===== src/rtl/depth_estimator_pkg.sv =====
// Shared parameter header for the depth estimator.
// Holds the legacy peak-detector constants (Nb, peakMax), the default
// parameter values of depth_estimator and the state encodings of the
// top-level FSM and of the divide/multiply datapath.
package depth_estimator_pkg;

  // Peak-detector bin index width and largest bin index.
  localparam int Nb      = 8;
  localparam int peakMax = (1 << Nb) - 1;

  // Defaults for depth_estimator.
  localparam int          NB_DEF       = Nb;
  localparam int          FH_LOG2_DEF  = 4;
  localparam int          AVG_LOG2_DEF = 2;
  localparam int unsigned BIN_MM_DEF   = 15;

  // Top-level FSM: accumulate frames, run the arithmetic, present the result.
  typedef enum logic [1:0] {
    ST_ACC = 2'd0,
    ST_MUL = 2'd1,
    ST_OUT = 2'd2
  } state_t;

  // Phases of the sequential divide/multiply datapath.
  typedef enum logic [1:0] {
    AR_IDLE = 2'd0,
    AR_DIV  = 2'd1,
    AR_MUL  = 2'd2,
    AR_DONE = 2'd3
  } arith_phase_t;

endpackage


===== src/rtl/depth_estimator_if.sv =====
// Peak-in / depth-out bundle of the depth estimator.
//   master : peak-detector / consumer side (drives peak*, depthReady)
//   slave  : depth estimator side (drives depthMm, depthValid, noTarget, overrun)
interface depth_estimator_if #(
  parameter int NB = 8
);
  logic          peakValid;
  logic [NB-1:0] peakCH;
  logic [NB-1:0] peakFH;
  logic [23:0]   depthMm;
  logic          depthValid;
  logic          depthReady;
  logic          noTarget;
  logic          overrun;

  modport master (
    output peakValid, peakCH, peakFH, depthReady,
    input  depthMm, depthValid, noTarget, overrun
  );

  modport slave (
    input  peakValid, peakCH, peakFH, depthReady,
    output depthMm, depthValid, noTarget, overrun
  );
endinterface


===== src/rtl/depth_estimator_arith.sv =====
// depth_arith: sequential mean and scale datapath.
// On start it captures the window sum and hit count, forms
// mean = sum / hits (shift when hits is a power of two, otherwise a
// BW-step restoring divider; zero when hits is zero), then multiplies the
// mean by BIN_MM with an 8-step shift-add multiplier and halves the product.
// Ports:
//   clk, resN      : clock, synchronous active-low reset
//   start          : one-cycle request, sum/hits sampled with it
//   sum [AW]       : accumulated bin sum
//   hits [CW]      : number of hit frames
//   done           : one-cycle pulse, result valid in the same cycle
//   result [24]    : mean * BIN_MM / 2, truncated
module depth_arith
  import depth_estimator_pkg::*;
#(
  parameter int          BW     = 12,
  parameter int          AW     = 14,
  parameter int          CW     = 3,
  parameter int unsigned BIN_MM = 15
) (
  input  logic          clk,
  input  logic          resN,
  input  logic          start,
  input  logic [AW-1:0] sum,
  input  logic [CW-1:0] hits,
  output logic          done,
  output logic [23:0]   result
);

  localparam int PW   = BW + 8;
  localparam int SMAX = (BW > 8) ? BW : 8;
  localparam int SW   = $clog2(SMAX);

  arith_phase_t  phase_reg;
  logic [SW-1:0] step_reg;
  logic [CW-1:0] rem_reg;
  logic [CW-1:0] divisor_reg;
  logic [BW-1:0] dq_reg;       // dividend bits shift out the top, quotient bits shift in
  logic [PW-1:0] mcand_reg;
  logic [PW-1:0] prod_reg;
  logic [7:0]    mplier_reg;
  logic          done_reg;

  logic [CW:0]   trial;
  logic          q_bit;
  logic [CW-1:0] rem_next;
  logic          hits_pow2;
  logic [7:0]    shamt;

  always_comb begin
    trial     = {rem_reg, dq_reg[BW-1]};
    q_bit     = (trial >= {1'b0, divisor_reg});
    rem_next  = q_bit ? CW'(trial - {1'b0, divisor_reg}) : trial[CW-1:0];
    hits_pow2 = ((hits & (hits - CW'(1))) == '0);
    shamt     = '0;
    for (int i = 0; i < CW; i++) begin
      if (hits[i]) shamt = 8'(i);
    end
  end

  always_ff @(posedge clk) begin
    if (!resN) begin
      phase_reg   <= AR_IDLE;
      step_reg    <= '0;
      rem_reg     <= '0;
      divisor_reg <= '0;
      dq_reg      <= '0;
      mcand_reg   <= '0;
      prod_reg    <= '0;
      mplier_reg  <= '0;
      done_reg    <= 1'b0;
    end else begin
      done_reg <= 1'b0;
      unique case (phase_reg)
        AR_IDLE: begin
          if (start) begin
            step_reg   <= '0;
            prod_reg   <= '0;
            mplier_reg <= 8'(BIN_MM);
            if (hits == '0) begin
              mcand_reg <= '0;
              phase_reg <= AR_MUL;
            end else if (hits_pow2) begin
              mcand_reg <= PW'(sum >> shamt);
              phase_reg <= AR_MUL;
            end else begin
              // sum < hits * 2^BW, so the upper bits alone are already
              // smaller than the divisor and BW steps yield the quotient.
              rem_reg     <= CW'(sum[AW-1:BW]);
              dq_reg      <= sum[BW-1:0];
              divisor_reg <= hits;
              phase_reg   <= AR_DIV;
            end
          end
        end
        AR_DIV: begin
          rem_reg <= rem_next;
          dq_reg  <= {dq_reg[BW-2:0], q_bit};
          if (step_reg == SW'(BW - 1)) begin
            step_reg  <= '0;
            mcand_reg <= PW'({dq_reg[BW-2:0], q_bit});
            phase_reg <= AR_MUL;
          end else begin
            step_reg <= step_reg + SW'(1);
          end
        end
        AR_MUL: begin
          if (mplier_reg[0]) prod_reg <= prod_reg + mcand_reg;
          mcand_reg  <= mcand_reg << 1;
          mplier_reg <= mplier_reg >> 1;
          if (step_reg == SW'(7)) begin
            step_reg  <= '0;
            done_reg  <= 1'b1;
            phase_reg <= AR_DONE;
          end else begin
            step_reg <= step_reg + SW'(1);
          end
        end
        AR_DONE: phase_reg <= AR_IDLE;
        default: phase_reg <= AR_IDLE;
      endcase
    end
  end

  assign done   = done_reg;
  assign result = 24'(prod_reg >> 1);

endmodule


===== src/rtl/depth_estimator.sv =====
// depth_estimator: averages peak-detector results over 2^AVG_LOG2 frames
// and reports the mean round-trip distance in mm.
// Ports:
//   clk   : clock, rising edge
//   resN  : synchronous active-low reset
//   bus   : depth_estimator_if.slave
//           peakValid/peakCH/peakFH in, depthMm/depthValid/noTarget out,
//           depthReady in, overrun out (sticky until reset)
module depth_estimator
  import depth_estimator_pkg::*;
#(
  parameter int          NB       = NB_DEF,
  parameter int          FH_LOG2  = FH_LOG2_DEF,
  parameter int          AVG_LOG2 = AVG_LOG2_DEF,
  parameter int unsigned BIN_MM   = BIN_MM_DEF
) (
  input  logic               clk,
  input  logic               resN,
  depth_estimator_if.slave   bus
);

  localparam int BW = NB + FH_LOG2;     // fine-bin index width
  localparam int AW = BW + AVG_LOG2;    // holds 2^AVG_LOG2 maximum bins
  localparam int CW = AVG_LOG2 + 1;     // hit count 0 .. 2^AVG_LOG2
  localparam logic [NB-1:0] FH_MAX = NB'((1 << FH_LOG2) - 1);

  state_t              state_reg, state_next;
  logic [AW-1:0]       acc_reg, acc_next;
  logic [CW-1:0]       hit_cnt_reg, hit_cnt_next;
  logic [AVG_LOG2-1:0] frame_cnt_reg;
  logic [23:0]         depth_reg;
  logic                no_target_reg;
  logic                overrun_reg;

  logic                accept, is_hit, last_frame;
  logic                arith_start, arith_done;
  logic [23:0]         arith_result;
  logic                depth_valid, handshake;
  logic [NB-1:0]       ch_m1, fh_m1;
  logic [FH_LOG2-1:0]  fh_clip;
  logic [BW-1:0]       bin;

  // State register.
  always_ff @(posedge clk) begin
    if (!resN) state_reg <= ST_ACC;
    else       state_reg <= state_next;
  end

  // Next-state logic.
  always_comb begin
    state_next = state_reg;
    unique case (state_reg)
      ST_ACC:  if (last_frame) state_next = ST_MUL;
      ST_MUL:  if (arith_done) state_next = ST_OUT;
      ST_OUT:  if (bus.depthReady) state_next = ST_ACC;
      default: state_next = ST_ACC;
    endcase
  end

  // FSM outputs and frame decode.
  always_comb begin
    accept     = (state_reg == ST_ACC) && bus.peakValid;
    is_hit     = (bus.peakCH != '0) && (bus.peakFH != '0);
    last_frame = accept && (frame_cnt_reg == '1);
    ch_m1      = bus.peakCH - NB'(1);
    fh_m1      = bus.peakFH - NB'(1);
    fh_clip    = (fh_m1 > FH_MAX) ? FH_LOG2'(FH_MAX) : fh_m1[FH_LOG2-1:0];
    // (CH-1)*2^FH_LOG2 + clipped fine offset is just a concatenation.
    bin          = {ch_m1, fh_clip};
    acc_next     = acc_reg + (is_hit ? AW'(bin) : '0);
    hit_cnt_next = hit_cnt_reg + (is_hit ? CW'(1) : '0);
    // The arithmetic sees the totals including the closing frame.
    arith_start  = last_frame;
    depth_valid  = (state_reg == ST_OUT);
    handshake    = depth_valid && bus.depthReady;
  end

  // Window accumulation, result capture and overrun flag.
  always_ff @(posedge clk) begin
    if (!resN) begin
      acc_reg       <= '0;
      hit_cnt_reg   <= '0;
      frame_cnt_reg <= '0;
      depth_reg     <= '0;
      no_target_reg <= 1'b0;
      overrun_reg   <= 1'b0;
    end else begin
      if (accept) begin
        frame_cnt_reg <= frame_cnt_reg + AVG_LOG2'(1);
        if (is_hit) begin
          acc_reg     <= acc_next;
          hit_cnt_reg <= hit_cnt_next;
        end
      end
      if ((state_reg == ST_MUL) && arith_done) begin
        depth_reg     <= arith_result;
        no_target_reg <= (hit_cnt_reg == '0);
      end
      if (handshake) begin
        acc_reg       <= '0;
        hit_cnt_reg   <= '0;
        frame_cnt_reg <= '0;
      end
      // Includes the OUT->ACC cycle, since the state is still OUT then.
      if (bus.peakValid && (state_reg != ST_ACC)) overrun_reg <= 1'b1;
    end
  end

  depth_arith #(
    .BW     (BW),
    .AW     (AW),
    .CW     (CW),
    .BIN_MM (BIN_MM)
  ) u_arith (
    .clk    (clk),
    .resN   (resN),
    .start  (arith_start),
    .sum    (acc_next),
    .hits   (hit_cnt_next),
    .done   (arith_done),
    .result (arith_result)
  );

  assign bus.depthMm    = depth_reg;
  assign bus.depthValid = depth_valid;
  assign bus.noTarget   = no_target_reg;
  assign bus.overrun    = overrun_reg;

endmodule


===== src/flat_wrapper.sv =====
// flat-port wrapper written by rule: the top's interface ports become plain ports
module depth_estimator_flat import depth_estimator_pkg::*;
#(
  parameter int          NB       = NB_DEF,
  parameter int          FH_LOG2  = FH_LOG2_DEF,
  parameter int          AVG_LOG2 = AVG_LOG2_DEF,
  parameter int unsigned BIN_MM   = BIN_MM_DEF
)
  (clk, resN, bus_peakValid, bus_peakCH, bus_peakFH, bus_depthReady, bus_depthMm, bus_depthValid, bus_noTarget, bus_overrun);
  depth_estimator_if #(.NB(NB)) bus_i ();
  input  logic clk;
  input  logic resN;
  input wire logic [$bits(bus_i.peakValid)-1:0] bus_peakValid;
  input wire logic [$bits(bus_i.peakCH)-1:0] bus_peakCH;
  input wire logic [$bits(bus_i.peakFH)-1:0] bus_peakFH;
  input wire logic [$bits(bus_i.depthReady)-1:0] bus_depthReady;
  output wire logic [$bits(bus_i.depthMm)-1:0] bus_depthMm;
  output wire logic [$bits(bus_i.depthValid)-1:0] bus_depthValid;
  output wire logic [$bits(bus_i.noTarget)-1:0] bus_noTarget;
  output wire logic [$bits(bus_i.overrun)-1:0] bus_overrun;
  assign bus_i.peakValid = bus_peakValid;
  assign bus_i.peakCH = bus_peakCH;
  assign bus_i.peakFH = bus_peakFH;
  assign bus_i.depthReady = bus_depthReady;
  assign bus_depthMm = bus_i.depthMm;
  assign bus_depthValid = bus_i.depthValid;
  assign bus_noTarget = bus_i.noTarget;
  assign bus_overrun = bus_i.overrun;
  depth_estimator #(.NB(NB), .FH_LOG2(FH_LOG2), .AVG_LOG2(AVG_LOG2), .BIN_MM(BIN_MM)) u_core (.clk(clk), .resN(resN), .bus(bus_i));
endmodule

===== config.mk =====
export PLATFORM = sky130hd
export DESIGN_NAME = depth_estimator_flat
export DESIGN_NICKNAME = d
export VERILOG_FILES = /design/src/rtl/depth_estimator_pkg.sv /design/src/rtl/depth_estimator_if.sv /design/src/rtl/depth_estimator_arith.sv /design/src/rtl/depth_estimator.sv /design/src/flat_wrapper.sv
export SDC_FILE = /design/constraint.sdc
export NUM_CORES = 1
export LEC_CHECK = 0
export ABC_AREA = 0
export CAP_MARGIN = 20
export CORE_ASPECT_RATIO = 2
export CORE_MARGIN = 1
export CORE_UTILIZATION = 47
export DETAILED_ROUTE_END_ITERATION = 10
export PLACE_DENSITY_LB_ADDON = 0.05
export SLEW_MARGIN = 25
export SYNTH_ARGS = -nofsm -noshare
export SYNTH_HDL_FRONTEND = slang
export SYNTH_SLANG_ARGS = --single-unit

===== constraint.sdc =====
create_clock -name clk -period 10.9 [get_ports clk]
set_input_delay 3.27 -clock clk [delete_from_list [all_inputs] [get_ports clk]]
set_output_delay 3.27 -clock clk [all_outputs]
set_load 0.01 [all_outputs]

Yosys cells after proc, flatten, opt, wreduce, memory -nomap -nowiden
Cells that the tools add are included.

Flip-flop bits (word level): 115. Memories: 0. Input port bits: 20. Output and inout bits: 27. Bits in read-only memories: 0. Latch bits: 0. Memory bits (writable): 0. Logic and storage cells: 117.

Equality and inequality tests: 18. Multipliers: 0. Add/sub/neg operators: 9. Bitwise operators: 4. Order comparisons: 2. Shifts and indexed selects: 1. Div/mod/pow operators: 0. Reductions and logical operators: 28. Muxes and demuxes: 39.

Operators with widths (count): 20-bit two-way mux (6); 20-bit one-hot mux with 3 select lines (1); 12-bit two-way mux (4); 20-bit one-hot mux with 2 select lines (1); 12-bit one-hot mux with 2 select lines (1); 20-bit adder (1); 14-bit by 8-bit >> shifter with 20-bit output (1); 2-bit two-way mux (9); 4-bit two-way mux (4); 8-bit one-hot mux with 2 select lines (1); 8-bit nonzero test (2); 8-bit by 1-bit subtractor with 8-bit output, second input constant (2); 14-bit adder (1); 2-bit inequality test, second input constant (7); 3-bit two-way mux (4); 4-bit one-hot mux with 3 select lines (1); 4-bit AND reduction (3); 3-bit zero test (3); 3-bit AND reduction (3); 2-bit equality test, second input constant (4); 8-bit by 4-bit greater-than comparator with 1-bit output, second input constant (1); 8-bit two-way mux (1); 2-bit one-hot mux with 4 select lines (1); 2-bit AND reduction (4); other kinds (21) (35).

Logic depth before layout (Yosys ltp)
Gate-level depths: netlist (run 1).

Depth after elaboration: 11. Mapped depth: 17. Mapped depth without buffers: 17.

By module
A second synthesis (run 1) with hierarchy kept.

Cells, all modules: 904. Area total of the unflattened synthesis: 7302.0 µm².

By module, submodules not included: depth_arith (seq. area each 1381.3 µm², instances 1, cells an instance 530, area each 4330.4 µm²); depth_estimator (seq. area each 940.9 µm², instances 1, cells an instance 374, area each 2971.6 µm²).

Least setup slack after synthesis (run 1)
No wires, ideal clock.

Path kind: input port to flip-flop. Start: in bus_peakFH[0]. End: reg u_core.u_arith.mcand_reg[9]. Arrival: 6473 ps. Data required time: 10781 ps. Buffers on the path: 0. Cell stages on the path: 16. Slack: 4309 ps. Library setup time: 119 ps. Path through: inv_1 -> ha_1 -> nand3_1 -> o21ai_0 -> o21ai_0 -> a21o_1 -> a211oi_1 -> a21oi_1 -> ha_1 -> fa_1 -> a211oi_1 -> o21ai_0 -> a31oi_1 -> mux2i_1 -> o211ai_1 -> o221a_2.

Longest elaborated chain between the ends: 11. Elaborated cells on any way between the ends: 22. Classes of those cells: add/sub (4); order compare (1); eq/ne (1); shift (1); mux (9); bitwise (1); reduce/logical (5).

RTL lines: start, declared (line flat_wrapper.sv:15) `input wire logic [$bits(bus_i.peakFH)-1:0] bus_peakFH;`; parallel branches: the longest is 11 deep, another holds 14-bit adder; end signal, assigned (line depth_estimator_arith.sv:84) `mcand_reg <= PW'(sum >> shamt);`; end signal, assigned (line depth_estimator_arith.sv:101) `mcand_reg <= PW'({dq_reg[BW-2:0], q_bit});`; end signal, assigned (line depth_estimator_arith.sv:109) `mcand_reg <= mcand_reg << 1;`; end, declared (line depth_estimator_arith.sv:39) `logic [PW-1:0] mcand_reg;`.

Several ways; the timed one is not identified. The select of a mux whose other input is x is not followed. A chain may end at the register's enable or synchronous reset.

Final worst setup path (run 1)
Start: in bus_peakFH[0]. End: reg u_core.u_arith.rem_reg[0].

Longest elaborated chain between the ends: 9. Elaborated cells on any way between the ends: 20. Classes of those cells: add/sub (4); order compare (1); eq/ne (2); mux (7); bitwise (1); reduce/logical (5).

RTL lines: 8-bit by 1-bit subtractor with 8-bit output or 8-bit nonzero test (tied branches) (line depth_estimator.sv:66, depth_estimator.sv:63); 8-bit by 4-bit greater-than comparator with 1-bit output or 1-bit logical AND (tied branches) (line depth_estimator.sv:67, depth_estimator.sv:63); 4-bit two-way mux or 1-bit two-way mux (tied branches) (line depth_estimator.sv:67, depth_estimator.sv:71); 12-bit two-way mux or 3-bit adder (tied branches) (line depth_estimator.sv:70, depth_estimator.sv:71); 14-bit adder or 3-bit by 1-bit subtractor with 3-bit output (tied branches) (line depth_estimator.sv:70, depth_estimator_arith.sv:54); 3-bit two-way mux or 3-bit AND (tied branches) (line depth_estimator_arith.sv:83, depth_estimator_arith.sv:54); 3-bit two-way mux or 3-bit zero test (tied branches) (line depth_estimator_arith.sv:80, depth_estimator_arith.sv:54); 3-bit two-way mux or 2-bit inequality test (tied branches); 3-bit one-hot mux with 2 select lines or 4-bit AND reduction (tied branches); end signal, assigned (line depth_estimator_arith.sv:89) `rem_reg <= CW'(sum[AW-1:BW]);`; end signal, assigned (line depth_estimator_arith.sv:97) `rem_reg <= rem_next;`; end, declared (line depth_estimator_arith.sv:36) `logic [CW-1:0] rem_reg;`.

Several ways; a longest one is shown, not always the timed one. The select of a mux whose other input is x is not followed.

==> qor.yml, run 1 <==
setup_path:
  rr_worst_depth: 9
  crit_required_ns: 11.17
  slowest_delay_ns: 0.54
  crit_family: "compound AO/OA/AOI/OAI gates"
  reg2reg_from: "u_core.hit_cnt_reg[0]"
  cp_cell_sequence: "clkdlybuf4s50_1, inv_1, ha_1, o21ai_0, o21ai_0, a21o_1, a211oi_1, a21oi_1, ha_1, fa_1, a211oi_1, o21ai_0, a31oi_1, o21ai_0, xor2_1, nand3_1, a31oi_1"
  end_kind: "flip-flop"
  crit_buf_inv: 2
  crit_path_start_kind: "input pin"
  cp.arrival_ns: 7.77
  regToRegEndpoint: "u_core.u_arith.mcand_reg[11]"
  cp_slowest_cell: "clkdlybuf4s50_1"
  path_common_cell: "o21ai_0"
  cp_max_fo: 5
  critical_path_class: "in -> reg"
  r2r_setup_slack_ns: 7.87
layout:
  mostFrequentLayoutCells: "135 x nand2_1, 113 x a21oi_1, 111 x dfxtp_1"
  nets: 940
  final_layout_size_suffix_gt1_share_pct: 4.447
  final_common_cell: "nand2_1"
  antenna_cells: 0
  syn_to_final_growth_pct: 12.46
  final_util_pct: 54.62
  final_area_sq_mm: 0.007422
  final_cells: 1063
clock_network:
  root_buffer: "clkbuf_16"
  clock-sinks: 111
  cts_made_buffers: 9
  postCtsResizedCells: 0
  clkLatencyLatePin_ns: 0.35
  ctsLongestPathBuffers: 2
  ctsHtreeMaxLevel: 3
  post_cts_buffers: 0
  cts_tree: "yes"
  cts-hold-fix-buffers: 0
  clkTransAtPathRegs_ns: 0.08
synth:
  synth_edf_count: 0
  netlist.area_leader.share_pct: 33.67
  seq_area_frac_synth_pct: 33.67
  yosysWarnings: 0
  synthTopCellsByArea: "dfxtp_1 34%, a21oi_1 8.6%, ha_1 8.5%"
  muxShareOfSynthArea_pct: 1.081
  synth.avg_cell_area_sq_um: 7.692
  synth_top_family_by_area: "compound AO/OA/AOI/OAI gates"
  synth_area_leader_cell: "dfxtp_1"
  synth_xor_area_share_pct: 5.573
  yosys_most_used_dff: "dfxtp_1"
  synth_adder_area_share_pct: 9.611
  synth_area_sq_mm: 0.006600
  synth_cells: 858
  yosys.area_share.simple_pct: 20.36
  synth_compound_area_share_pct: 25.10
  ys_ff_latch: 111
  yosysUniqueCellTypes: 65
  synth_async_sr_flop_share_pct: 0
placed_design:
  place.gp.congestion: 0.9060
  placed_cell_area_sq_mm: 0.007127
  dp_worst_setup_slack_ns: 3.075
  hpwl_um: 14360
  portBuffers: 41
  dp.cells: 1047
outcome:
  status: "complete, no violations"
sta:
  setup_viol: 0
  setup-tns-final_ns: 0
  slew_violations: 0
  rsz0062_at_grt: "false"
  worst_pin_slew_ns: 0.8589
  whs_ns: 0.4589
  fmax_mhz: 133.3
  relSlewSlack_pct: 42.57
  hold_viol_final: 0
  min_period_ns: 7.503
  fin_crit_sh_pct: 68.83
  timing.final.ws_setup_ns: 3.397
  fin_skew_ns: 0.01155
power_and_ir_drop:
  seqPwrFrac_pct: 37.1
  p_per_area_mw_per_mm2: 170.7
  p_clk_share_pct: 26.2
  power_frac_comb_pct: 36.6
  p_leak_nw: 2.883
  switching_power_mw: 0.5089
  peakVddDrop_mv: 0.09033
  p_sw_share_pct: 40.17
  intPower_mw: 0.7581
  p_total_mw: 1.267
worst_hold_path:
  hold_path_depth: 2
  hold_end: "u_core.bus.depthMm[0]"
  hold_start: "u_core.bus.depthMm[0]"
  hp-class: "reg -> reg"
grt:
  grt_max_degree: 56
  grt_pass1_vias: 6140
  gr-total-overflow: 0
  antenna_found_initial: 0
  grtUsageTotal_pct: 25.96
  grt_pass1_wl_um: 29510
route:
  wl_um: 18610
  vias: 6265
  final_antenna_net_count: 0
  wl_per_cell_um: 17.51
  via_per_inst: 5.894
  first_pass_iters: 5
  drt_iter0_markers: 339
  drc: 0
floorplan:
  die_w_um: 85.80
  die_y_um: 169.6
  start_util_pct: 48.57
  coreArea_sq_mm: 0.01359
  die-area_sq_mm: 0.01455
  rows: 60
  pin_count: 47
run:
  maxCapViolCount: 0
==> power by group through the flow <==
stage	sequential (mW)	combinational (mW)	clock, mW
2_1_floorplan	0.468	0.340	0
3_5_place_dp	0.479	0.458	0
5_1_grt	0.475	0.509	0.352
3_3_place_gp	0.478	0.449	0
4_1_cts	0.470	0.460	0.335
6_report	0.471	0.464	0.332
==> cells by family (layout without fill, tap and decap cells) <==
group,count (synthesis),count (layout)
muxes,7,7
other,1,5
DFF,111,111
adders and majority gates,49,49
and+or+nand+nor,300,300
AOI/OAI and AO/OA,274,274
xor gates and xnor gates,42,42
buffers and inverters,74,89
==> worst register-to-register path: stages, from the launching register on <==
cell and delay [ns]:
dfxtp_1 0.34, ha_1 0.20, ha_1 0.20, xor2_1 0.25, maj3_2 0.39, and2_4 0.19
or3_1 0.65, nor4_2 0.35, o21ai_1 0.09, o31a_1 0.27
==> worst max-delay path by stage <==
stage,endpoint,slack (ns),start,depth (start not counted)
2_1_floorplan,u_core.u_arith.mcand_reg[9],4.31,bus_peakFH[0],16
3_3_place_gp,u_core.u_arith.mcand_reg[9],3.26,bus_peakFH[0],16
3_5_place_dp,u_core.u_arith.mcand_reg[9],3.08,bus_peakFH[0],16
4_1_cts,u_core.u_arith.rem_reg[0],3.40,bus_peakFH[0],17
5_1_grt,u_core.u_arith.rem_reg[0],3.08,bus_peakFH[0],17
6_report,u_core.u_arith.rem_reg[0],3.40,bus_peakFH[0],17
==> synthesized netlist by cell type (4+ instances only) <==
master,count
nand4_1,7
nor2_1,70
a22o_1,7
nand3_1,25
clkbuf_1,39
ha_1,45
dfxtp_1,111
and3_1,6
nand2b_1,10
a31oi_1,11
nor3_1,14
mux2i_1,6
o21ai_0,62
xnor2_1,23
nor4_1,6
nand2_1,135
buf_4,5
o21bai_1,6
a21oi_1,113
and2_1,4
xor2_1,19
a211oi_1,18
o21a_1,6
nor2b_1,7
a221oi_1,7
inv_1,23
a21o_1,8
==> final cells by class <==
cell class                      count  area (sq um)
Clock buffer                        9         225.2
Clock inverter                      7         70.07
Fill cell                        1342          6166
Inverter                           24         90.09
Multi-Input combinational cell    677          4111
Sequential cell                   111          2222
Tap cell                          186         232.7
Timing Repair Buffer               49         470.5
==> per-layer routing <==
| layer | part of all wire (%) | vias up | GRT usage [%] |
|---|---|---|---|
| li1 | - | 3064 | - |
| met1 | 36 | 2952 | 24.55 |
| met2 | 56 | 183 | 51.69 |
| met3 | 2.9 | 66 | 3.502 |
| met4 | 4.9 | 0 | 14.35 |
| met5 | 0 | - | 0 |
No activity file was read; power rests on OpenSTA's default activity.
==> run 2, diff against run 1 <==
==> constraint.sdc (replaced) <==
create_clock -name clk -period 6.89 [get_ports clk]
set_input_delay 2.067 -clock clk [delete_from_list [all_inputs] [get_ports clk]]
set_output_delay 2.067 -clock clk [all_outputs]
set_load 0.01 [all_outputs]
==> run 2 against run 1 <==
Against the previous run: total power grew 58%; sequential power grew 59%; core utilization grew 0.24 points; largest power group unchanged; die area is the same; largest cell class unchanged; critical path depth shrank 1; sequential share of layout area shrank 0.13 points; wire length grew 0.91%; design area grew 0.44%.
==> qor.yml, run 2 (same netlist as run 1, synthesis figures left out) <==
outcome:
  status: "complete, no violations"
route:
  dr_wl_met3_um: 423
  drc: 0
  drt_iter0_markers: 275
  via_per_inst: 5.835
  final_antenna_net_count: 0
  met1_length_um: 6631
  first_pass_iters: 5
  vias: 6238
  wl_met2_um: 10710
  routed.top_layer: "met4"
  wl_um: 18780
  wl_per_cell_um: 17.57
setup_path:
  critical_path_class: "in -> reg"
  end_kind: "flip-flop"
  cp_max_fo: 5
  crit_path_start_kind: "input pin"
  cp.arrival_ns: 6.50
  crit_required_ns: 7.13
power_and_ir_drop:
  peakVddDrop_mv: 0.1524
  p_per_area_mw_per_mm2: 269.3
  p_leak_nw: 2.905
  p_total_mw: 2.007
clock_network:
  ctsLongestPathBuffers: 2
  postCtsResizedCells: 0
  post_cts_buffers: 0
  root_buffer: "clkbuf_16"
  cts_made_buffers: 9
  cts_tree: "yes"
  ctsHtreeMaxLevel: 3
  cts-hold-fix-buffers: 0
  clkTransAtPathRegs_ns: 0.08
  clkLatencyLatePin_ns: 0.35
  clock-sinks: 111
layout:
  multi_input_area_sq_mm: 0.004111
  nets: 946
  final_common_cell: "nand2_1"
  n_fill_cell: 1347
  syn_to_final_growth_pct: 12.95
  final_layout_size_suffix_gt1_share_pct: 5.096
  mostFrequentLayoutCells: "135 x nand2_1, 113 x a21oi_1, 111 x dfxtp_1"
  antenna_cells: 0
  regArea_sq_mm: 0.002222
  final_area_sq_mm: 0.007455
floorplan:
  die-area_sq_mm: 0.01455
  pin_count: 47
  die_w_um: 85.80
  start_util_pct: 48.57
  die_y_um: 169.6
  rows: 60
  coreArea_sq_mm: 0.01359
grt:
  grt_pass1_wl_um: 30060
  grt_pass1_vias: 6187
  grtUsageTotal_pct: 26.55
  gr-total-overflow: 0
  antenna_found_initial: 0
  grt_max_degree: 56
sta:
  hold_viol_final: 0
  worst_pin_slew_ns: 0.8973
  fin_crit_sh_pct: 90.87
  fmax_mhz: 159.7
  min_period_ns: 6.261
  slew_violations: 0
  relSlewSlack_pct: 40.00
  rsz0062_at_grt: "false"
  setup_viol: 0
  fin_skew_ns: 0.005712
  setup-tns-final_ns: 0
worst_hold_path:
  hp-class: "reg -> reg"
placed_design:
  hpwl_um: 14500
  place.gp.congestion: 0.9080
  portBuffers: 41
  placed_cell_area_sq_mm: 0.007166
run:
  maxCapViolCount: 0
run 2: layer usage:
metal	global-route usage [%]	vias up
met5	0	-
met4	16.52	0
met3	2.772	58
met2	53.36	145
met1	24.42	2958
li1	-	3077
run 2: final timing paths:
path | depth (start not counted) | to | from | slack, ns
min | 2 | u_core.bus.depthMm[14] | u_core.bus.depthMm[14] | 0.46
min reg2reg | 2 | u_core.bus.depthMm[14] | u_core.bus.depthMm[14] | 0.46
max reg2reg | 8 | u_core.u_arith.mcand_reg[9] | u_core.acc_reg[0] | 3.86
max | 16 | u_core.u_arith.mcand_reg[9] | bus_peakFH[0] | 0.63
run 2: worst max-delay path: stages:
cell and delay [ns]:
clkdlybuf4s50_1 0.53, inv_1 0.10, ha_1 0.25, o21ai_0 0.18
o21ai_0 0.11, a21o_1 0.16, a211oi_1 0.39, a21oi_1 0.13
ha_1 0.23, fa_1 0.46, a211oi_1 0.39, o21ai_0 0.18
a31oi_1 0.50, mux2i_1 0.45, o211ai_1 0.13, o221a_2 0.25
run 2: layout make-up:
| type | count | area share (%) |
|---|---|---|
| multi-input combinational | 677 | 55.15 |
| sequential | 111 | 29.81 |
| timing repair buffer | 55 | 6.915 |
| tap | 186 | 3.122 |
| clock buffer | 9 | 3.021 |
| inverter | 24 | 1.208 |
| clock inverter | 7 | 0.7721 |
run 2: power breakdown:
group / leakage [nW] / switching (mW) / internal, mW
sequential: 0.899 / 0.0534 / 0.697
combinational: 1.87 / 0.494 / 0.252
clock: 0.134 / 0.260 / 0.251
run 2: through the flow:
stage                     hold slack, ns  cells  setup WS, ns  utilization, %
final                             0.4559   1069        0.6293           54.86
after global routing              0.4718   1069        0.2407           54.86
after CTS                         0.4564   1069        0.6705           54.82
after detailed placement          0.4453   1053        0.2795           52.73
after global placement            0.4366   1053        0.5064           52.72
after floorplan                   0.4319    862         1.502               -
==> run 3, diff against run 2 <==
==> constraint.sdc (replaced) <==
create_clock -name clk -period 5.7 [get_ports clk]
set_input_delay 0.57 -clock clk [delete_from_list [all_inputs] [get_ports clk]]
set_output_delay 0.57 -clock clk [all_outputs]
set_load 0.01 [all_outputs]
==> run 3 against run 2 <==
Against the previous run: via count down 0.55%; worst hold slack about the same; die area unchanged; wire length down 1.7%; sequential power up 21%; register-to-register slack worse by 1.3 ns; largest power group unchanged; critical endpoint unchanged; critical path depth unchanged; first-iteration DRC count down 1.8%; global-route usage down 0.40 points.
==> qor.yml, run 3 (same netlist as run 1, synthesis figures left out) <==
setup_path:
  end_kind: "flip-flop"
  cp_cell_sequence: "clkdlybuf4s50_1, inv_1, ha_1, o21ai_0, o21ai_0, a21o_1, a211oi_1, a21oi_1, ha_1, fa_1, a211oi_1, o21ai_0, a31oi_1, mux2i_1, o211ai_1, o221a_2"
  crit_required_ns: 5.95
  reg2reg_from: "u_core.hit_cnt_reg[0]"
  critical_path_class: "in -> reg"
  cp_slowest_cell: "clkdlybuf4s50_1"
  critical_path.startpoint: "bus_peakFH[0]"
  path_common_cell: "o21ai_0"
  crit_family: "compound AO/OA/AOI/OAI gates"
  cp.arrival_ns: 4.92
  crit_buf_inv: 2
  crit_path_start_kind: "input pin"
  slowest_delay_ns: 0.53
  cp_max_fo: 5
sta:
  timing.final.ws_setup_ns: 1.028
  setup_viol: 0
  fmax_mhz: 214.0
  rsz0062_at_grt: "false"
  relSlewSlack_pct: 41.98
  slew_violations: 0
  min_period_ns: 4.672
  hold_viol_final: 0
  setup-tns-final_ns: 0
  worst_pin_slew_ns: 0.8676
  fin_crit_sh_pct: 81.96
  whs_ns: 0.4562
  fin_skew_ns: 0.006826
layout:
  syn_to_final_growth_pct: 12.83
  mostFrequentLayoutCells: "135 x nand2_1, 113 x a21oi_1, 111 x dfxtp_1"
  final_common_cell: "nand2_1"
  nets: 943
  final_util_pct: 54.81
  final_layout_size_suffix_gt1_share_pct: 4.773
  antenna_cells: 0
clock_network:
  ctsLongestPathBuffers: 2
  post_cts_buffers: 0
  cts-hold-fix-buffers: 0
  clock-sinks: 111
  postCtsResizedCells: 0
  cts_tree: "yes"
  clkTransAtPathRegs_ns: 0.08
  ctsHtreeMaxLevel: 3
  clkLatencyLatePin_ns: 0.36
  root_buffer: "clkbuf_16"
  cts_made_buffers: 9
power_and_ir_drop:
  p_leak_nw: 2.906
  switching_power_mw: 0.9662
  p_per_area_mw_per_mm2: 327.0
  p_sw_share_pct: 39.67
  peakVddDrop_mv: 0.1660
  p_total_mw: 2.435
  power_frac_comb_pct: 36.4
  p_clk_share_pct: 26.4
  seqPwrFrac_pct: 37.1
  intPower_mw: 1.469
floorplan:
  coreArea_sq_mm: 0.01359
  start_util_pct: 48.57
  pin_count: 47
  die_w_um: 85.80
  die_y_um: 169.6
  die-area_sq_mm: 0.01455
  rows: 60
placed_design:
  place.gp.congestion: 0.9283
  dp_worst_setup_slack_ns: 0.6789
  hpwl_um: 14150
  portBuffers: 41
route:
  drc: 0
  drt_iter0_markers: 270
  vias: 6204
  wl_um: 18460
  via_per_inst: 5.820
  final_antenna_net_count: 0
  wl_per_cell_um: 17.32
  first_pass_iters: 4
grt:
  grt_pass1_wl_um: 29640
  antenna_found_initial: 0
  grtUsageTotal_pct: 26.15
  grt_max_degree: 56
  gr-total-overflow: 0
  grt_pass1_vias: 6233
worst_hold_path:
  hp-class: "reg -> reg"
  hold_start: "u_core.bus.overrun"
run:
  maxCapViolCount: 0
outcome:
  status: "complete, no violations"
-- run 3: layout make-up --
class                   count  area [sq um]
fillers                  1288          6141
multi-input cells         677          4105
flip-flops and latches    111          2222
repair buffers             52         493.0
clock buffers              11         252.7
well taps                 186         232.7
inverters                  24         90.09
clock inverters             5         51.30
-- run 3: routing by layer --
metal,routed length (um),vias up,global-route usage (%)
met5,0,-,0
met2,10400,136,51.72
met1,6622,2943,24.80
met3,423,47,2.821
li1,-,3078,-
met4,1016,0,16.09
-- run 3: final timing paths --
path,endpoint,slack (ns),cells past startpoint
min reg2reg,u_core.bus.overrun,0.46,2
max reg2reg,u_core.u_arith.mcand_reg[11],2.56,10
max,u_core.u_arith.mcand_reg[9],1.03,16
min,u_core.bus.overrun,0.46,2
-- run 3: power by group through the flow --
| stage | registers [mW] | clock network, mW | logic, mW |
|---|---|---|---|
| after global placement | 0.919 | 0 | 0.863 |
| after floorplan | 0.895 | 0 | 0.649 |
| after global routing | 0.912 | 0.689 | 0.984 |
| final | 0.905 | 0.643 | 0.887 |
| after detailed placement | 0.921 | 0 | 0.878 |
| after CTS | 0.903 | 0.660 | 0.883 |
-- run 3: stage by stage --
| step | area [sq um] | instances |
|---|---|---|
| floorplan | 6615 | 862 |
| global route | 7447 | 1066 |
| detailed placement | 7143 | 1050 |
| global placement | 7141 | 1050 |
| finish | 7447 | 1066 |
| CTS | 7447 | 1066 |
-- run 3: worst register-to-register path, delay by kind of cell, from the launching register on --
kind            cells  cell delay, ns
flops               1            0.33
compound gates      2            0.38
xor+xnor            1            0.15
buf+inv             1            0.17
simple gates        3            1.22
fa+ha+maj           3            0.77
